## config.mk

```make
export PLATFORM = sky130hd
export DESIGN_NAME = ctrl_fsm
export DESIGN_NICKNAME = d
export VERILOG_FILES = /design/src/rtl/ctrl_fsm.sv
export SDC_FILE = /design/constraint.sdc
export NUM_CORES = 1
export LEC_CHECK = 0
export CAP_MARGIN = 10
export CORE_AREA = 2 2 63 65
export CTS_CLUSTER_SIZE = 16
export DETAILED_ROUTE_END_ITERATION = 8
export DIE_AREA = 0 0 65 67
export PLACE_DENSITY_LB_ADDON = 0.2
export SYNTH_ARGS = -nofsm -noshare
export SYNTH_HDL_FRONTEND = slang
export SYNTH_SLANG_ARGS = --single-unit
```

## constraint.sdc

```tcl
create_clock -name clk -period 2.7 [get_ports clk]
set_input_delay 0.405 -clock clk [delete_from_list [all_inputs] [get_ports clk]]
set_output_delay 0.405 -clock clk [all_outputs]
set_load 0.01 [all_outputs]
```

## src/rtl/ctrl_fsm.sv

```systemverilog
// Multicycle instruction control unit: latches one instruction at a time and
// sequences DECODE/EXEC/MEM/WB with Moore control strobes and a retire counter.
module ctrl_fsm #(
    parameter int INSTR_W = 16,
    parameter int CNT_W   = 16
) (
    input  logic               clk,
    input  logic               rst_n,
    input  logic [INSTR_W-1:0] instr,
    input  logic               instr_valid,
    output logic               instr_ready,
    output logic [3:0]         opcode,
    output logic               alu_en,
    output logic               alu_src,
    output logic               mem_read,
    output logic               mem_write,
    output logic               reg_write,
    output logic               done,
    output logic               halted,
    output logic [CNT_W-1:0]   retired
);

    // state    | meaning
    // S_IDLE   | waiting for an instruction, instr_ready=1
    // S_DECODE | opcode latched, classify; no strobes
    // S_EXEC   | ALU cycle; BRANCH retires here
    // S_MEM    | data-memory access; STORE retires here
    // S_WB     | register-file write; R/I-type and LOAD retire here
    // S_HALT   | HALT executed, parked until reset
    typedef enum logic [2:0] {
        S_IDLE   = 3'd0,
        S_DECODE = 3'd1,
        S_EXEC   = 3'd2,
        S_MEM    = 3'd3,
        S_WB     = 3'd4,
        S_HALT   = 3'd5
    } state_t;

    state_t             state;
    state_t             state_nxt;
    logic [INSTR_W-1:0] ir;
    logic               accept;

    logic is_rtype;
    logic is_itype;
    logic is_load;
    logic is_store;
    logic is_branch;
    logic is_halt;
    logic uses_imm;

    // The operand fields of ir are held for downstream use but not decoded here.
    logic unused_ir_bits;
    assign unused_ir_bits = ^ir[INSTR_W-5:0];

    assign opcode = ir[INSTR_W-1 -: 4];

    always_comb begin
        is_rtype  = (opcode[3] == 1'b0);
        is_itype  = (opcode[3:2] == 2'b10);
        is_load   = (opcode == 4'b1100);
        is_store  = (opcode == 4'b1101);
        is_branch = (opcode == 4'b1110);
        is_halt   = (opcode == 4'b1111);
        uses_imm  = is_itype || is_load || is_store;
    end

    // Reset forces ready low so an instruction presented during reset is never taken.
    assign instr_ready = (state == S_IDLE) && rst_n;
    assign accept      = instr_ready && instr_valid;

    always_ff @(posedge clk) begin
        if (!rst_n) begin
            state   <= S_IDLE;
            ir      <= '0;
            retired <= '0;
        end else begin
            state <= state_nxt;
            if (accept) begin
                ir <= instr;
            end
            if (done) begin
                retired <= retired + CNT_W'(1);
            end
        end
    end

    always_comb begin
        state_nxt = state;
        case (state)
            S_IDLE: begin
                if (instr_valid) begin
                    state_nxt = S_DECODE;
                end
            end
            S_DECODE: begin
                if (is_halt) begin
                    state_nxt = S_HALT;
                end else begin
                    state_nxt = S_EXEC;
                end
            end
            S_EXEC: begin
                if (is_branch || is_halt) begin
                    state_nxt = S_IDLE;
                end else if (is_load || is_store) begin
                    state_nxt = S_MEM;
                end else begin
                    state_nxt = S_WB;
                end
            end
            S_MEM: begin
                if (is_load) begin
                    state_nxt = S_WB;
                end else begin
                    state_nxt = S_IDLE;
                end
            end
            S_WB:    state_nxt = S_IDLE;
            S_HALT:  state_nxt = S_HALT;
            default: state_nxt = S_IDLE;
        endcase
    end

    always_comb begin
        alu_en    = 1'b0;
        alu_src   = 1'b0;
        mem_read  = 1'b0;
        mem_write = 1'b0;
        reg_write = 1'b0;
        done      = 1'b0;
        halted    = 1'b0;
        case (state)
            S_EXEC: begin
                alu_en  = 1'b1;
                alu_src = uses_imm;
                done    = is_branch;
            end
            S_MEM: begin
                alu_src   = uses_imm;
                mem_read  = is_load;
                mem_write = is_store;
                done      = is_store;
            end
            S_WB: begin
                alu_src   = uses_imm;
                reg_write = is_rtype || is_itype || is_load;
                done      = 1'b1;
            end
            S_HALT: begin
                halted = 1'b1;
            end
            default: begin
                alu_en = 1'b0;
            end
        endcase
    end

endmodule

```

==> results.sh <==
export IMPL_hold_viol=0
export IMPL_cts_hold_buf=0
export IMPL_yosys_warnings=0
export IMPL_cts_resized_gates=0
export IMPL_status="finished clean"
export IMPL_worstMarginPinSlew_ns=0.487
export IMPL_cp_arrival_ns=2.15
export IMPL_syn_nets=168
export IMPL_dpl_worst_slack_ns=0.449
export IMPL_start_util_pct=33.9
export IMPL_path_clk_slew_ns=0.09
export IMPL_die_w_um=65
export IMPL_finalCriticalPeriod_ns=2.56
export IMPL_dr_pass1_iters=4
export IMPL_pwr_density_cell_mw_per_mm2=411
export IMPL_overflow=0
export IMPL_post_cts_buffers=0
export IMPL_use_met1_pct=18.2
export IMPL_ant_nets=0
export IMPL_via_per_inst=5.16
export IMPL_ys_seq_area_share_pct=37.6
export IMPL_max_slew_margin_pct=66.7
export IMPL_grtUsageTotal_pct=14.6
export IMPL_met3_usage_pct=2.70
export IMPL_synth_enable_flop_cells=0
export IMPL_ys_ff_latch=23
export IMPL_startpoint_type="flip-flop"
export IMPL_path_class="reg2out"
export IMPL_dieArea_mm2=0.00436
export IMPL_root_buffer="clkbuf_8"
export IMPL_num_vias=1187
export IMPL_grt_busiest_layer="met2"
export IMPL_min_path_type="reg2reg"
export IMPL_htreeDepth=1
export IMPL_slowest_stage="dfxtp_1"
export IMPL_slowest_delay_ns=0.57
export IMPL_synthArstFlopShare_pct=0
export IMPL_ys_flop_type="dfxtp_1"
export IMPL_tns_ns=0
export IMPL_holdPathStages=2
export IMPL_place_gp_congestion=0.792
export IMPL_syn_cell_area_mm2=0.00122
export IMPL_p_leak_nw=0.530
export IMPL_port_buffers=34
export IMPL_ir_drop_mv=0.184
export IMPL_finalSetupViolations=0
export IMPL_wl_um=2950
export IMPL_ys_top_cells_by_area="dfxtp_1 38%, xnor2_1 7.2%, nor2_1 5.8%"
export IMPL_antenna_cells=0
export IMPL_wire_per_inst_um=12.8
export IMPL_period_share_pct=94.8
export IMPL_fin_nets=203
export IMPL_maxCapViolCount=0
export IMPL_die_height_um=67
export IMPL_grt_max_degree=16
export IMPL_r2r_slack_ns=0.77
export IMPL_drv_slew=0
export IMPL_end_kind="primary output"
export IMPL_drt_iter0_markers=76
export IMPL_tritoncts="yes"
export IMPL_postSynthCellCount=148
export IMPL_rsz0062_at_grt="no"
export IMPL_worstPathRequired_ns=2.30
export IMPL_antenna_found_initial=0
export IMPL_grt_pass1_wl_um=5000
export IMPL_avgSynthCellArea_um2=8.27
export IMPL_yosysUniqueCellTypes=40
export IMPL_hpwl_um=2210
export IMPL_grt_pass1_vias=1188
export IMPL_post_synth_top_area_cell="dfxtp_1"
export IMPL_clk_path_buf_depth=2
export IMPL_num_rows=22
export IMPL_coreArea_mm2=0.00361
export IMPL_fmax_mhz=391
export IMPL_cp_cell_sequence="and4b_2, o21ai_2, and2_4, inv_1, clkdlybuf4s50_1"
export IMPL_clock_sinks=23
export IMPL_setup_ws_ns=0.141
export IMPL_grtUsageMet2_pct=24.2
export IMPL_fin_skew_ns=0.00848
export IMPL_critPathMaxFanout=14
export IMPL_io_pins=47
export IMPL_rr_worst_depth=5
export IMPL_area_growth_pct=34.5
export IMPL_drive_above_1_share_pct=6.04
export IMPL_synth_top_area_share_pct=37.6
export IMPL_clk_latency_ns=0.26
export IMPL_drc=0
export IMPL_cts_made_buffers=3
==> layout by cell type, fill, tap and decap left out, drive strengths merged, types with 2 or more instances in the layout <==
master / instances
o21ai: 3
dfxtp: 23
inv: 4
clkdlybuf4s50: 34
nor2: 19
nand2: 14
a41oi: 2
nor4b: 3
or4: 3
buf: 3
nand4: 5
clkbuf: 3
nor3b: 3
o31ai: 4
a21boi: 3
a2111oi: 2
nand3: 13
nand2b: 2
and2: 3
xnor2: 10
a21oi: 11
==> worst paths after layout <==
check              start           to
max             state[1]         done
min          retired[15]  retired[15]
max reg2reg     state[1]  retired[13]
min reg2reg  retired[15]  retired[15]
==> kinds of logic after synthesis <==
| logic type | count (synthesis) | share of synthesized area [%] |
|---|---|---|
| buffers and inverters | 11 | 5.11 |
| adders and majority gates | 1 | 1.02 |
| xor gates and xnor gates | 10 | 7.16 |
| muxes | 1 | 0.818 |
| and+or+nand+nor | 72 | 32.0 |
| AOI/OAI and AO/OA | 30 | 16.3 |
| DFF | 23 | 37.6 |
==> power by group <==
part           internal, W  switching [W]
Sequential        0.000349      0.0000243
Clock             0.000103       0.000113
Combinational    0.0000468      0.0000397
Total             0.000499       0.000177
==> state kept, by name, summed over array words and instances, names as in the netlist <==
register  count
ir            4
state         3
retired      16
==> synth_stat cells, types with 2 or more instances <==
cell type,instances
a41oi_1,2
nand4_1,5
clkbuf_1,2
nand2b_1,2
a2111oi_0,2
nor3b_1,2
o31ai_1,4
nor4b_1,3
buf_6,2
nand3_1,13
nand2_1,14
and2_1,2
xnor2_1,10
a21oi_1,11
a21boi_0,3
o21ai_0,2
dfxtp_1,23
or4_1,3
nor2_1,19
inv_1,4
==> metrics by stage <==
step / total power (W) / cells / hold slack (ns) / cell area [µm²] / util [%]
6_report: 0.000676 / 230 / 0.478 / 1650 / 45.6
5_1_grt: 0.000708 / 230 / 0.500 / 1650 / 45.6
4_1_cts: 0.000678 / 230 / 0.478 / 1650 / 45.6
3_5_place_dp: 0.000468 / 226 / 0.460 / 1600 / 44.3
3_3_place_gp: 0.000466 / 226 / 0.462 / 1600 / 44.3
2_1_floorplan: 0.000425 / 148 / 0.486 / 1220 / -
==> final cells by class <==
class	instances	area, µm²
timing repair buffer	37	363
clock buffer	3	41.3
sequential	23	460
multi-input combinational	114	701
clock inverter	1	5.00
inverter	4	15.0
fill	362	1960
tap	48	60.1
==> worst max-delay path: cells and delay by family, from the launching register on <==
family          cells  cell delay, ns
flops               1            0.57
compound gates      1            0.11
buf+inv             2            0.67
simple gates        2            0.54
==> per-layer routing <==
| metal | up-vias | routed length [µm] |
|---|---|---|
| li1 | 606 | - |
| met1 | 550 | 1470 |
| met2 | 29 | 1340 |
| met3 | 2 | 122 |
| met4 | 0 | 22 |
| met5 | - | 0 |
(Power assumes the default switching activity.)
